[config.mk]
export PLATFORM = sky130hd
export DESIGN_NAME = if_stage
export DESIGN_NICKNAME = d
export VERILOG_FILES = /design/src/rtl/mips_pkg.sv /design/src/rtl/if_id_reg.sv /design/src/rtl/if_stage.sv
export SDC_FILE = /design/constraint.sdc
export NUM_CORES = 1
export LEC_CHECK = 0
export ABC_AREA = 1
export BUFFER_PORTS_ARGS = -buffer_cell sky130_fd_sc_hd__buf_2
export CAP_MARGIN = 20
export CELL_PAD_IN_SITES_DETAIL_PLACEMENT = 1
export CELL_PAD_IN_SITES_GLOBAL_PLACEMENT = 1
export CORE_ASPECT_RATIO = 1.1
export CORE_UTILIZATION = 42
export DETAILED_ROUTE_END_ITERATION = 16
export PLACE_DENSITY_LB_ADDON = 0.1
export REMOVE_ABC_BUFFERS = 1
export SETUP_SLACK_MARGIN = 0.5
export SYNTH_ARGS = -nofsm -noshare
export SYNTH_HDL_FRONTEND = slang
export SYNTH_SLANG_ARGS = --single-unit
[constraint.sdc]
create_clock -name clk -period 4.2 [get_ports clk]
set_input_delay 0.63 -clock clk [delete_from_list [all_inputs] [get_ports clk]]
set_output_delay 0.63 -clock clk [all_outputs]
set_load 0.05 [all_outputs]
[src/rtl/mips_pkg.sv]
// Shared MIPS core types: fetch FSM states, IF/ID bundle, reset PC.
// Also carries add4, the PC incrementer reused across stages.
package mips_pkg;

  localparam logic [31:0] DEFAULT_RESET_PC = 32'h0000_0000;
  localparam logic [31:0] NOP_INSTR = 32'h0000_0000;

  typedef enum logic [1:0] {
    FETCH,
    HOLD,
    DRAIN
  } fetch_state_t;

  typedef struct packed {
    logic [31:0] instr;
    logic [31:0] pc_plus4;
    logic        valid;
  } if_id_t;

  function automatic logic [31:0] add4(
    input logic [31:0] a
  );
    return a + 32'd4;
  endfunction

endpackage

[src/rtl/if_id_reg.sv]
// IF/ID pipeline register: load, bubble or hold each cycle.
// A bubble leaves pc_plus4 untouched so redirect targets stay stable.
module if_id_reg
  import mips_pkg::*;
(
  input  logic   clk,
  input  logic   reset_n,
  input  logic   load,
  input  logic   bubble,
  input  if_id_t d,
  output if_id_t q
);

  always_ff @(posedge clk) begin
    if (!reset_n) begin
      q <= '0;
    end else if (bubble) begin
      q.instr <= NOP_INSTR;
      q.valid <= 1'b0;
    end else if (load) begin
      q <= d;
    end
  end

endmodule

[src/rtl/if_stage.sv]
// Instruction fetch stage: PC, imem req/ack port, IF/ID register.
// Define IF_JUMP_EN to add the JumpD port and internal J/JAL target.
module if_stage
  import mips_pkg::*;
#(
  parameter logic [31:0] RESET_PC = DEFAULT_RESET_PC
) (
  input  logic        clk,
  input  logic        reset_n,
  input  logic        StallD,
  input  logic        PCSrcD,
  input  logic [31:0] PCBranchD,
`ifdef IF_JUMP_EN
  input  logic        JumpD,
`endif
  output logic        imem_req,
  output logic [31:0] imem_addr,
  input  logic        imem_ack,
  input  logic [31:0] imem_rdata,
  output logic [31:0] PCF,
  output logic [31:0] InstrD,
  output logic [31:0] PCPlus4D,
  output logic        ValidD
);

  fetch_state_t state;

  logic [31:0] pcf_q;
  logic [31:0] pcf_plus4;
  logic [31:0] hold_instr;
  logic [31:0] hold_pc4;
  logic [31:0] redir_pc;

  logic        jump_d;
  logic [31:0] raw_tgt;
  logic [31:0] target;
  logic        redirect;

  if_id_t id_d;
  if_id_t id_q;
  logic   id_load;
  logic   id_bubble;

`ifdef IF_JUMP_EN
  assign jump_d  = JumpD;
  assign raw_tgt = PCSrcD ? PCBranchD
                 : {id_q.pc_plus4[31:28],
                    id_q.instr[25:0], 2'b00};
`else
  assign jump_d  = 1'b0;
  assign raw_tgt = PCBranchD;
`endif

  assign target    = raw_tgt & ~32'h3;
  assign redirect  = (PCSrcD | jump_d)
                   & id_q.valid & ~StallD;
  assign pcf_plus4 = add4(pcf_q);

  assign imem_req  = reset_n & (state != HOLD);
  assign imem_addr = pcf_q;
  assign PCF       = pcf_q;

  assign InstrD    = id_q.instr;
  assign PCPlus4D  = id_q.pc_plus4;
  assign ValidD    = id_q.valid;

  always_comb begin
    id_load   = 1'b0;
    id_bubble = 1'b0;
    id_d      = '{instr:    imem_rdata,
                  pc_plus4: pcf_plus4,
                  valid:    1'b1};
    unique case (state)
      FETCH: begin
        if (redirect) begin
          id_bubble = 1'b1;
        end else if (!StallD) begin
          id_load   = imem_ack;
          id_bubble = ~imem_ack;
        end
      end
      HOLD: begin
        if (redirect) begin
          id_bubble = 1'b1;
        end else if (!StallD) begin
          id_load = 1'b1;
          id_d    = '{instr:    hold_instr,
                      pc_plus4: hold_pc4,
                      valid:    1'b1};
        end
      end
      DRAIN: id_bubble = 1'b1;
      default: id_bubble = 1'b1;
    endcase
  end

  always_ff @(posedge clk) begin
    if (!reset_n) begin
      state      <= FETCH;
      pcf_q      <= RESET_PC;
      hold_instr <= '0;
      hold_pc4   <= '0;
      redir_pc   <= '0;
    end else begin
      unique case (state)
        FETCH: begin
          if (imem_ack) begin
            if (redirect) begin
              pcf_q <= target;
            end else begin
              pcf_q <= pcf_plus4;
              if (StallD) begin
                hold_instr <= imem_rdata;
                hold_pc4   <= pcf_plus4;
                state      <= HOLD;
              end
            end
          end else if (redirect) begin
            redir_pc <= target;
            state    <= DRAIN;
          end
        end
        HOLD: begin
          if (redirect) begin
            pcf_q      <= target;
            hold_instr <= '0;
            hold_pc4   <= '0;
            state      <= FETCH;
          end else if (!StallD) begin
            state <= FETCH;
          end
        end
        DRAIN: begin
          // imem_addr stays on the old PC until its access retires
          if (imem_ack) begin
            pcf_q <= redirect ? target : redir_pc;
            state <= FETCH;
          end else if (redirect) begin
            redir_pc <= target;
          end
        end
        default: state <= FETCH;
      endcase
    end
  end

  if_id_reg u_if_id (
    .clk     (clk),
    .reset_n (reset_n),
    .load    (id_load),
    .bubble  (id_bubble),
    .d       (id_d),
    .q       (id_q)
  );

endmodule
## After elaboration in Yosys (flattened, before gate mapping)

Index checks and enable logic that the tools add are counted.

| operators by class | value |
|---|---|
| mux-type cells | 35 |
| reductions and logical operators | 10 |
| $add $sub $neg | 1 |
| bitwise operators | 7 |
| equal/unequal tests | 12 |

Operators with widths:

| kind | count |
|---|---|
| $mux W32 | 12 |
| $mux W65 | 3 |
| $pmux W32 S2 | 2 |
| $pmux W32 S3 | 1 |
| $add A32 B3 Y32 const B | 1 |
| $mux W2 | 7 |
| $ne A3 B3 Y1 const B | 4 |
| $ne A2 B2 Y1 const B | 5 |
| $reduce_and A5 Y1 | 2 |
| $mux W1 | 7 |
| $pmux W2 S3 | 1 |
| $not A1 Y1 | 4 |
| $pmux W1 S2 | 2 |
| $reduce_and A2 Y1 | 2 |
| $reduce_and A4 Y1 | 1 |
| $reduce_or A2 Y1 | 2 |
| $and A1 B1 Y1 | 3 |
| $reduce_bool A3 Y1 | 1 |
| $eq A2 B1 Y1 const B | 1 |
| $eq A2 B2 Y1 const B | 1 |
| $logic_not A2 Y1 | 1 |
| $ne A2 B1 Y1 const B | 1 |
| $reduce_bool A2 Y1 | 1 |

| word-level totals | value |
|---|---|
| register bits | 195 |
| output and inout bits | 130 |

## Logic depth before layout (Yosys ltp)

Gate-level depths: netlist of run 1.

| logic depth | value |
|---|---|
| depth after elaboration | 6 |
| mapped depth | 12 |
| gate-level depth less buffers | 12 |

## By module

From an unflattened synthesis of run 1, not the netlist that was laid out.

| unflattened totals | value |
|---|---|
| cell total of the unflattened synthesis | 1472 |
| area total of the unflattened synthesis | 10164.7 sq um |

Modules (own cells, without submodules):

| module | area an instance (sq um) | times used | cells an instance | seq. area each (sq um) |
|---|---|---|---|---|
| if_stage | 7673.6 | 1 | 1121 | 2602.5 |
| if_id_reg | 2491.1 | 1 | 351 | 1301.2 |

## Worst setup path before layout of run 1

No wires, ideal clock.

| path | value |
|---|---|
| path kind | input to output |
| start | input port reset_n |
| end | output port imem_req |
| slack | 1736 ps |
| arrival | 1834 ps |
| stages | 4 |
| path through | clkinv_1 clkbuf_1 clkbuf_1 nor2_1 |

| on the way | value |
|---|---|
| cells in the longest elaborated chain, start to end | 1 |

Ends and longest elaborated chain:

| element | line | source |
|---|---|---|
| start, declared | if_stage.sv:9 | `input logic reset_n,` |
| $and A1 B1 Y1 | if_stage.sv:59 | `assign imem_req = reset_n & (state != HOLD);` |
| end, declared | if_stage.sv:16 | `output logic imem_req,` |

No other way between the ends.

## Worst setup path in the final report of run 1

| path | value |
|---|---|
| start | register state[1] |
| end | register pcf_q[31] (netlist: PCF[31]) |

| on the way | value |
|---|---|
| cells in the longest elaborated chain, start to end | 3 |

Ends and longest elaborated chain:

| element | line | source |
|---|---|---|
| start, declared | if_stage.sv:26 | `fetch_state_t state;` |
| start signal, assigned | if_stage.sv:99 | `state <= FETCH;` |
| start signal, assigned | if_stage.sv:115 | `state <= HOLD;` |
| start signal, assigned | if_stage.sv:120 | `state <= DRAIN;` |
| $eq A2 B1 Y1 (tied with other cells) | if_stage.sv:105 | `unique case (state)` |
| $ne A2 B2 Y1 (no source line) or $reduce_bool A3 Y1 (tied branches) | n/a |  |
| $reduce_and A4 Y1 (no source line) | n/a |  |
| end signal, assigned | if_stage.sv:109 | `pcf_q <= target;` |
| end signal, assigned | if_stage.sv:111 | `pcf_q <= pcf_plus4;` |
| end signal, assigned | if_stage.sv:125 | `pcf_q <= target;` |
| end, declared | if_stage.sv:28 | `logic [31:0] pcf_q;` |

Several ways; a longest one is shown, not always the timed one.
A chain may end at the register's enable or synchronous reset.

==> results.json, run 1 <==
{
  "outcome": "finished clean",
  "worstPathMaxFanout": 21,
  "final.setup_skew_ns": 0.0146,
  "antennaDiodeCount": 0,
  "met3_length_mm": 1.09,
  "grt_first_pass_wirelength_mm": 48.7,
  "setup_viol": 0,
  "std_cell_rows": 57,
  "hold_viol": 0,
  "grt_use_total_pct": 26.1,
  "cts_max_level": 4,
  "slowest_stage": "nand2_1",
  "dr.pass1.iters": 4,
  "synth_common_cells": "nand2_1 (361), a21oi_1 (208), dfxtp_1 (195), nor2_1 (111), o21ai_0 (104)",
  "synth_edf_count": 0,
  "end_kind": "flip-flop",
  "synth.distinct_cells": 34,
  "die_h_um": 160,
  "cts_root_buffer": "clkbuf_16",
  "grt_overflow": 0,
  "met1_length_mm": 13.9,
  "synth_seq_cells": 195,
  "criticalPathCategory": "reg -> reg",
  "crit_buf_inv": 2,
  "clock_latency_ns": 0.44,
  "tightestPinTransition_ns": 1.02,
  "vias_per_cell": 5.37,
  "cts_made_buffers": 17,
  "ctsLongestPathBuffers": 2,
  "clock.fmax_mhz": 355,
  "drv_slew": 0,
  "hpwl_mm": 19.7,
  "io_pins": 199,
  "period_minus_slack_ns": 2.82,
  "yosysTopAreaCell": "dfxtp_1",
  "hold_class": "in -> reg",
  "top_layer_used": "met4",
  "async_flop_share_pct": 0,
  "cts_setup_buffers": 0,
  "drive_gt1_share_pct": 18.7,
  "yosysMostFrequentCell": "nand2_1",
  "post-route-cell-area_mm2": 0.0109,
  "synthesis.area_mm2": 0.00953,
  "ys_warn_count": 0,
  "peakVddDrop_uv": 537,
  "grt_pass1_vias": 9396,
  "yosysSeqAreaShare_pct": 41.0,
  "critPathLaunchType": "flip-flop",
  "drt_iter0_markers": 451,
  "fin_setup_tns_ns": 0,
  "synth_top_cell_area_share_pct": 41.0,
  "wire_per_inst_um": 17.1,
  "area_growth_pct": 14.6,
  "final_nets": 1540,
  "die_area_mm2": 0.0233,
  "worst_path_largest_cell_delay_ns": 0.76,
  "synth_ff_type": "dfxtp_1",
  "rr_worst_depth": 8,
  "core_area_mm2": 0.0222,
  "worstPathArrival_ns": 3.14,
  "clk_pin_slew_ns": 0.08,
  "cp_cell_sequence": "inv_1 > ha_1 > nand2_1 > inv_1 > o21ai_0 > o21ai_0 > a21oi_1 > a21oi_1",
  "rsz0062_at_grt": "false",
  "wl_met2_mm": 14.9,
  "min_period_over_period_pct": 67.1,
  "postPlaceCellArea_mm2": 0.0103,
  "wl_mm": 30.3,
  "cts_resized": 0,
  "antenna_found_initial": 0,
  "avgSynthCellArea_um2": 7.03,
  "cp.required_ns": 4.52,
  "p_per_area_mw_per_mm2": 797,
  "gp_congestion": 0.801,
  "initial_core_util_pct": 43.0,
  "cts_tree": "built",
  "synth.area.top_cells": "dfxtp_1 (41%), nand2_1 (14%), a21oi_1 (11%)",
  "ctsHoldBuffers": 0,
  "cp.depth": 8,
  "vias": 9525,
  "drc": 0,
  "port_buffers": 196,
  "cts_sinks": 195,
  "p_leak_nw": 4.74,
  "syn_inst": 1355,
  "die_x_um": 146,
  "grt_max_degree": 83,
  "worstHoldPathCells": 3,
  "path_delay_family": "simple AND/OR/NAND/NOR gates",
  "cap_viol_max_count": 0,
  "slew_headroom_pct": 31.7,
  "ant_nets": 0
}
-- through the flow --
step                      setup slack [ns]  util, %  cells  hold slack, ns  power, mW
after global routing                  1.08     49.2   1774           0.451       9.19
final                                 1.38     49.2   1774           0.450       8.70
after detailed placement              1.15     46.6   1742           0.441       7.07
after CTS                             1.39     49.2   1774           0.434       8.75
after floorplan                      0.409        -   1235           0.416       5.69
after global placement                1.23     46.5   1741           0.424       6.95
-- metal layers --
layer / GRT usage [%] / vias to the layer above
li1: - / 4670
met1: 32.9 / 4616
met2: 46.2 / 211
met3: 3.46 / 28
met4: 7.99 / 0
met5: 0 / -
-- report_power, final --
group	switching, mW	total, mW	internal (mW)
Sequential	0.418	2.65	2.23
Combinational	3.38	4.39	1.01
Clock	0.814	1.66	0.848
Total	4.61	8.70	4.09
-- state kept, by name (all words and copies together), names as in the netlist --
| signal | cells |
|---|---|
| hold_pc4 | 32 |
| state | 2 |
| redir_pc | 32 |
| hold_instr | 32 |
| u_if_id.q | 65 |
| PCF | 32 |
-- kinds of logic (layout without fill, tap and decap cells) --
family          count (synthesis)  in the layout  share of synthesized area [%]
simple gates                  523            523                           22.4
compound gates                411            411                           23.4
buf+inv                       203            327                           10.6
flops                         195            195                           41.0
xor+xnor                       15             15                           1.69
fa+ha+maj                       5              5                          0.657
mux                             3              3                          0.315
-- area by class of cell --
type / count / area (um2)
clock inverter: 15 / 168
tap: 295 / 369
multi-input combinational: 957 / 4630
clock buffer: 17 / 425
inverter: 83 / 312
fill: 2949 / 11300
sequential: 195 / 3900
timing repair buffer: 212 / 1110
-- placed cells by master, fill, tap and decap left out, types with 8 or more instances in the layout --
cell,netlist,routed
buf_2,39,196
o22ai_1,44,44
xor2_1,8,8
a22oi_1,11,11
nor2_1,111,111
inv_1,77,77
buf_4,36,15
dfxtp_1,195,195
clkbuf_16,0,17
a211oi_1,24,24
nand2_1,361,361
a21oi_1,208,208
a31oi_1,11,11
nand3_1,16,16
o21ai_0,104,104
nor2_4,8,8
-- tightest hold or removal path, cell delays in order --
cell and delay [ns]:
buf_2 0.11, nand2_1 0.06, a21oi_1 0.05
-- path summary, 6_finish.rpt --
kind	from	endpoint	slack, ns
worst min register to register	redir_pc[0]$_SDFFE_PN0P_	redir_pc[0]$_SDFFE_PN0P_	0.45
worst max-delay path	state[1]$_SDFFE_PN0P_	PCF[31]$_SDFFE_PN0P_	1.38
worst max register to register	state[1]$_SDFFE_PN0P_	PCF[31]$_SDFFE_PN0P_	1.38
worst min-delay path	imem_rdata[21]	hold_instr[21]$_SDFFE_PN0P_	0.45
(Power assumes the default switching activity.)
==> inputs of run 2 (changes only) <==
--- a/config.mk
+++ b/config.mk
@@ -5,13 +5,13 @@
 export SDC_FILE = /design/constraint.sdc
 export NUM_CORES = 1
 export LEC_CHECK = 0
-export ABC_AREA = 1
+export ABC_AREA = 0
 export BUFFER_PORTS_ARGS = -buffer_cell sky130_fd_sc_hd__buf_2
 export CAP_MARGIN = 20
 export CELL_PAD_IN_SITES_DETAIL_PLACEMENT = 1
 export CELL_PAD_IN_SITES_GLOBAL_PLACEMENT = 1
 export CORE_ASPECT_RATIO = 1.1
-export CORE_UTILIZATION = 42
+export CORE_UTILIZATION = 36
 export DETAILED_ROUTE_END_ITERATION = 16
 export PLACE_DENSITY_LB_ADDON = 0.1
 export REMOVE_ABC_BUFFERS = 1
==> constraint.sdc (replaced) <==
create_clock -name clk -period 2.45 [get_ports clk]
set_input_delay 0.3675 -clock clk [delete_from_list [all_inputs] [get_ports clk]]
set_output_delay 0.3675 -clock clk [all_outputs]
set_load 0.05 [all_outputs]
==> results.json, run 2 <==
{
  "outcome": "finished clean",
  "synth_top_cell_area_share_pct": 44.5,
  "dr.pass1.iters": 5,
  "clk_pin_slew_ns": 0.08,
  "synthesis.area_mm2": 0.00878,
  "drt_iter0_markers": 497,
  "final_nets": 1323,
  "die_h_um": 166,
  "pre_cts_ws_ns": 0.0754,
  "port_buffers": 196,
  "wl_mm": 32.5,
  "critPathMostFrequentCell": "buf_4",
  "grt_first_pass_wirelength_mm": 48.4,
  "rr_worst_depth": 7,
  "grtUsageMet3_pct": 4.40,
  "cp_cell_sequence": "nand4_1 > or4_4 > buf_4 > nor3_4 > buf_4 > xnor2_2 > o221ai_1",
  "worst_path_largest_cell_delay_ns": 0.67,
  "layout_commonest_cell": "buf_2",
  "peakVddDrop_uv": 464,
  "fin_setup_tns_ns": 0,
  "layout_setup_ws_ns": 0.368,
  "worstPathMaxFanout": 8,
  "drive_gt1_share_pct": 35.2,
  "antenna_found_initial": 3,
  "p_per_area_mw_per_mm2": 683,
  "grt_pass1_vias": 8633,
  "initial_core_util_pct": 36.9,
  "hold_start": "PCBranchD[26]",
  "drv_slew": 0,
  "reg2reg_from": "PCF[6]$_SDFFE_PN0P_",
  "min_period_over_period_pct": 85.0,
  "rsz0062_at_grt": "true",
  "min_to": "redir_pc[26]$_SDFFE_PN0P_",
  "yosysSeqAreaShare_pct": 44.5,
  "grt_util_met2_pct": 40.7,
  "p_switching_mw": 2.75,
  "p_leak_nw": 4.74,
  "hold_class": "in -> reg",
  "grt_overflow": 0,
  "grt-busiest-layer": "met2",
  "slew_headroom_pct": 67.0,
  "gp_congestion": 0.846,
  "grt_use_met1_pct": 32.8,
  "pwr-share-comb_pct": 21.8,
  "final.setup_skew_ns": 0.0175,
  "drc": 0,
  "end_kind": "flip-flop",
  "worstHoldPathCells": 3,
  "cts_sinks": 195,
  "yosysMostFrequentCell": "dfxtp_1",
  "r2r_slack_ns": 0.37,
  "grt_max_degree": 45,
  "syn_inst": 1047,
  "criticalPathCategory": "reg -> reg",
  "synth_seq_cells": 195,
  "crit_buf_inv": 2,
  "path_delay_family": "simple AND/OR/NAND/NOR gates",
  "p_int_mw": 5.27,
  "avgSynthCellArea_um2": 8.38,
  "switching_share_pct": 34.2,
  "setup_viol": 0,
  "vias": 8960,
  "synth_ff_type": "dfxtp_1",
  "synth_edf_count": 0,
  "dp.cells": 1501,
  "ant_nets": 0,
  "worstPathArrival_ns": 2.40,
  "core_area_mm2": 0.0238,
  "area_growth_pct": 33.8,
  "io_pins": 199,
  "critPathLaunchType": "flip-flop",
  "whs_ns": 0.176,
  "clock.fmax_mhz": 480,
  "clockPowerShare_pct": 35.7,
  "regMostFlops": "u_if_id.q",
  "cap_viol_max_count": 0,
  "cp.required_ns": 2.76,
  "ctsLongestPathBuffers": 2,
  "hold_viol": 0,
  "synth.distinct_cells": 64,
  "std_cell_rows": 59,
  "clock_latency_ns": 0.45,
  "cts_root_buffer": "clkbuf_16",
  "die_x_um": 151,
  "ys_warn_count": 0,
  "die_area_mm2": 0.0250,
  "async_flop_share_pct": 0,
  "largest_reg_flops": 65,
  "share_seq_of_total_power_pct": 42.5,
  "layout_common_cells": "buf_2 (195), dfxtp_1 (182), nand2_1 (143), a21oi_1 (93), nor2_1 (88)",
  "yosysTopAreaCell": "dfxtp_1",
  "wire_per_inst_um": 20.7,
  "grt_use_total_pct": 25.0,
  "r2r_end": "u_if_id.q[23]$_SDFFE_PN0P_",
  "synth.area.top_cells": "dfxtp_1 (44%), nand2_1 (6.3%), a21oi_1 (5.4%)",
  "hpwl_mm": 21.5,
  "cts_max_level": 4,
  "tightestPinTransition_ns": 0.496,
  "cts_tree": "built",
  "period_minus_slack_ns": 2.08,
  "vias_per_cell": 5.71,
  "synth_common_cells": "dfxtp_1 (195), nand2_1 (147), a21oi_1 (94), nor2_1 (92), clkbuf_1 (79)",
  "cts_made_buffers": 17,
  "final_cells": 1568,
  "slowest_stage": "or4_4"
}
[run 2: changes by cell type after synthesis, moves of 28 or more]
cell and change:
nand2_1 -214, a21oi_1 -114, inv_1 -66, o21ai_0 -63, a22oi_1 +48, o221ai_1 +44
clkbuf_1 +42, buf_2 -35, o22ai_1 -28
[run 2: kinds of logic (layout without fill, tap and decap cells)]
kind of cell               Yosys count  after routing  synth area share (%)
AOI/OAI and AO/OA                  345            345                  26.8
and+or+nand+nor                    342            342                  17.9
DFF                                195            195                  44.5
buffers and inverters              132            347                  7.11
xor gates and xnor gates            22             22                  2.28
muxes                                6              6                 0.684
adders and majority gates            5              5                 0.713
other                                0              1                     0
[run 2: worst max path at each step]
stage,slack (ns),end,cells past startpoint,start
after floorplan,-1.91,hold_pc4[10]$_SDFFE_PN0P_,7,state[1]$_SDFFE_PN0P_
after global placement,0.13,PCF[11]$_SDFFE_PN0P_,8,state[1]$_SDFFE_PN0P_
after detailed placement,0.08,PCF[11]$_SDFFE_PN0P_,8,state[1]$_SDFFE_PN0P_
after CTS,0.38,PCF[28]$_SDFFE_PN0P_,6,PCF[6]$_SDFFE_PN0P_
after global routing,0.30,u_if_id.q[28]$_SDFFE_PN0P_,6,PCF[6]$_SDFFE_PN0P_
final,0.37,u_if_id.q[23]$_SDFFE_PN0P_,7,PCF[6]$_SDFFE_PN0P_
[run 2: routing by layer]
| metal | vias to the layer above | wire [um] |
|---|---|---|
| met1 | 4419 | 14400 |
| met5 | - | 8 |
| met2 | 264 | 15700 |
| met3 | 49 | 1590 |
| li1 | 4226 | - |
| met4 | 2 | 820 |
[run 2: per-stage QoR]
step	total power [mW]	area (um2)	util (%)
floorplan	4.41	8200	-
detailed placement	5.02	10200	42.9
CTS	7.94	11200	46.9
global placement	5.00	10200	42.9
finish	8.02	11700	49.4
global route	8.33	11700	49.4
[run 2: area by class of cell]
cell class / instances / area [um2]
clock inverter: 14 / 164
clock buffer: 18 / 439
tap: 305 / 382
fill: 2830 / 12000
sequential: 195 / 3930
inverter: 13 / 60.1
multi-input combinational: 720 / 4770
timing repair buffer: 302 / 2000
antenna: 1 / 2.50
[run 2: worst min-delay path: cells and delay by family]
kind            cells  cell delay, ns
compound gates      1            0.05
buf+inv             1            0.10
simple gates        1            0.05
[run 2: power groups by stage]
| stage | clock, mW | sequential, mW | combinational [mW] |
|---|---|---|---|
| 6_report | 2.86 | 3.41 | 1.75 |
| 5_1_grt | 3.06 | 3.43 | 1.85 |
| 4_1_cts | 2.93 | 3.40 | 1.61 |
| 3_5_place_dp | 0 | 3.47 | 1.55 |
| 3_3_place_gp | 0 | 3.46 | 1.53 |
| 2_1_floorplan | 0 | 3.90 | 0.503 |
[run 2: what timing repair did]
item                                    in CTS  in global routing
hold buffers                                 0                  0
hold endpoints to repair                     0                  0
cloned                                       1                  7
endpoints found under the setup margin     152                104
pin swaps                                   12                 13
gates resized for setup                     63                 77
setup buffers                               11                 15
==> inputs of run 3 (changes only) <==
==> constraint.sdc (replaced) <==
create_clock -name clk -period 1.7 [get_ports clk]
set_input_delay 0.255 -clock clk [delete_from_list [all_inputs] [get_ports clk]]
set_output_delay 0.255 -clock clk [all_outputs]
set_load 0.05 [all_outputs]
==> results.json, run 3 (synthesis results as in run 2) <==
{
  "vias_per_cell": 6.25,
  "dr.pass1.iters": 7,
  "cts_max_level": 4,
  "cts_root_buffer": "clkbuf_16",
  "critPathMostFrequentCell": "buf_6",
  "hold_class": "in -> reg",
  "grt_use_total_pct": 30.4,
  "layout_commonest_cell": "dfxtp_1",
  "setup_viol": 194,
  "ant_nets": 0,
  "clock.fmax_mhz": 447,
  "peakVddDrop_uv": 656,
  "drv_slew": 0,
  "worst_path_largest_cell_delay_ns": 0.39,
  "layout_setup_ws_ns": -0.539,
  "slew_headroom_pct": 63.0,
  "regMostFlops": "u_if_id.q",
  "period_minus_slack_ns": 2.24,
  "fin_setup_tns_ns": -56.07,
  "tightestPinTransition_ns": 0.553,
  "post-route-cell-area_mm2": 0.0154,
  "grt_max_degree": 72,
  "port_buffers": 196,
  "worstPathMaxFanout": 6,
  "outcome": "complete, but fails checks",
  "cp_cell_sequence": "inv_4 > ha_4 > buf_6 > buf_6 > nor2b_4 > buf_4 > buf_6 > o21a_4 > buf_4 > nand2_1 > nor3_1 > nor3_1",
  "largest_reg_flops": 65,
  "io_pins": 199,
  "vias": 10709,
  "rsz0062_at_grt": "true",
  "power_mw": 13.2,
  "cts_made_buffers": 17,
  "postPlaceCellArea_mm2": 0.0110,
  "cts_tree": "built",
  "std_cell_rows": 59,
  "drive_gt1_share_pct": 57.8,
  "critPathLaunchType": "flip-flop",
  "met3_length_mm": 2.91,
  "wl_mm": 48.4,
  "slowest_stage": "dfxtp_4",
  "die_x_um": 151,
  "top_layer_used": "met4",
  "gp_congestion": 0.832,
  "grt_overflow": 0,
  "hpwl_mm": 22.9,
  "antenna_found_initial": 0,
  "violations": "setup timing",
  "grt_pass1_vias": 9959,
  "grt_first_pass_wirelength_mm": 58.0,
  "met1_length_mm": 19.3,
  "nFillCells": 2534,
  "core_area_mm2": 0.0238,
  "register_area_mm2": 0.00395,
  "initial_core_util_pct": 36.9,
  "die_h_um": 166,
  "min_period_over_period_pct": 132,
  "cp.required_ns": 2.04,
  "crit_buf_inv": 6,
  "final_nets": 1468,
  "p_per_area_mw_per_mm2": 853,
  "criticalPathCategory": "reg -> reg",
  "ctsLongestPathBuffers": 2,
  "die_area_mm2": 0.0250,
  "p_leak_nw": 6.34,
  "wire_per_inst_um": 28.3,
  "area_growth_pct": 75.8,
  "clock_latency_ns": 0.47,
  "drt_iter0_markers": 730,
  "cap_viol_max_count": 0,
  "drc": 0,
  "path_delay_family": "simple AND/OR/NAND/NOR gates",
  "final.setup_skew_ns": 0.0173,
  "multi_input_comb_area_mm2": 0.00617,
  "end_kind": "flip-flop",
  "worstPathArrival_ns": 2.58,
  "clk_pin_slew_ns": 0.08,
  "hold_viol": 0,
  "ctsHoldBuffers": 0,
  "cts_sinks": 195,
  "wl_met2_mm": 23.4,
  "layout_common_cells": "dfxtp_1 (180), buf_2 (174), buf_4 (119), nand2_1 (94), nor2_1 (85)"
}
[run 3: cell types whose count changed in the layout (fill, tap and decap cells not counted), moves of 11 or more]
cell,previous run,this run
a21oi_1,93,16
a21oi_2,2,74
a22oi_1,40,7
a22oi_2,19,52
buf_12,7,31
buf_16,0,15
buf_2,195,174
buf_4,83,119
buf_6,11,69
buf_8,1,29
nand2_1,143,94
nand2_2,4,15
nand2_4,0,37
o21ai_0,35,17
[run 3: what timing repair did]
item / 4_1_cts / 5_1_grt
setup buffers: 30 / 31
setup endpoints to repair: 325 / 325
gates cloned: 17 / 14
gates resized for setup: 258 / 400
pin swaps: 97 / 119
[run 3: metal layers]
layer,GRT usage [%],vias to the layer above
li1,-,4535
met1,37.3,5461
met2,52.5,531
met3,5.22,182
met4,11.6,0
met5,0,-
[run 3: per-stage QoR]
| stage | util (%) | hold slack (ns) | instances | worst slack [ns] |
|---|---|---|---|---|
| after floorplan | - | 0.349 | 928 | -2.66 |
| after global placement | 46.2 | 0.439 | 1588 | -0.424 |
| after detailed placement | 46.2 | 0.442 | 1588 | -0.493 |
| after CTS | 56.4 | 0.0467 | 1667 | -0.261 |
| after global routing | 64.9 | 0.0507 | 1712 | -0.552 |
| final | 64.9 | 0.0496 | 1713 | -0.539 |
[run 3: worst reg2reg max path: cells and delay by family (launching register included)]
family / cells / cell delay (ns)
AOI/OAI and AO/OA: 1 / 0.19
adders and majority gates: 1 / 0.16
buffers and inverters: 6 / 0.67
DFF: 1 / 0.39
and+or+nand+nor: 4 / 0.72
[run 3: final cells by class]
cell class / count / share of cell area [%]
clock inverter: 14 / 1.13
timing repair buffer: 447 / 27.7
inverter: 13 / 0.365
tap: 305 / 2.47
clock buffer: 18 / 2.78
multi-input combinational: 720 / 40.0
sequential: 195 / 25.6
antenna: 1 / 0.0162
[run 3: worst paths after layout]
kind / slack (ns) / end / cells after the start / start
hold / removal: 0.05 / redir_pc[22]$_SDFFE_PN0P_ / 3 / PCBranchD[22]
setup / recovery: -0.54 / u_if_id.q[32]$_SDFFE_PN0P_ / 12 / state[1]$_SDFFE_PN0P_
setup reg to reg: -0.54 / u_if_id.q[32]$_SDFFE_PN0P_ / 12 / state[1]$_SDFFE_PN0P_
hold reg to reg: 0.46 / u_if_id.q[5]$_SDFFE_PN0P_ / 2 / u_if_id.q[5]$_SDFFE_PN0P_
[run 3: where the power goes]
part | internal (mW) | switching [mW]
sequential | 4.76 | 0.179
combinational | 1.58 | 2.36
clock | 2.01 | 2.28
total | 8.34 | 4.82
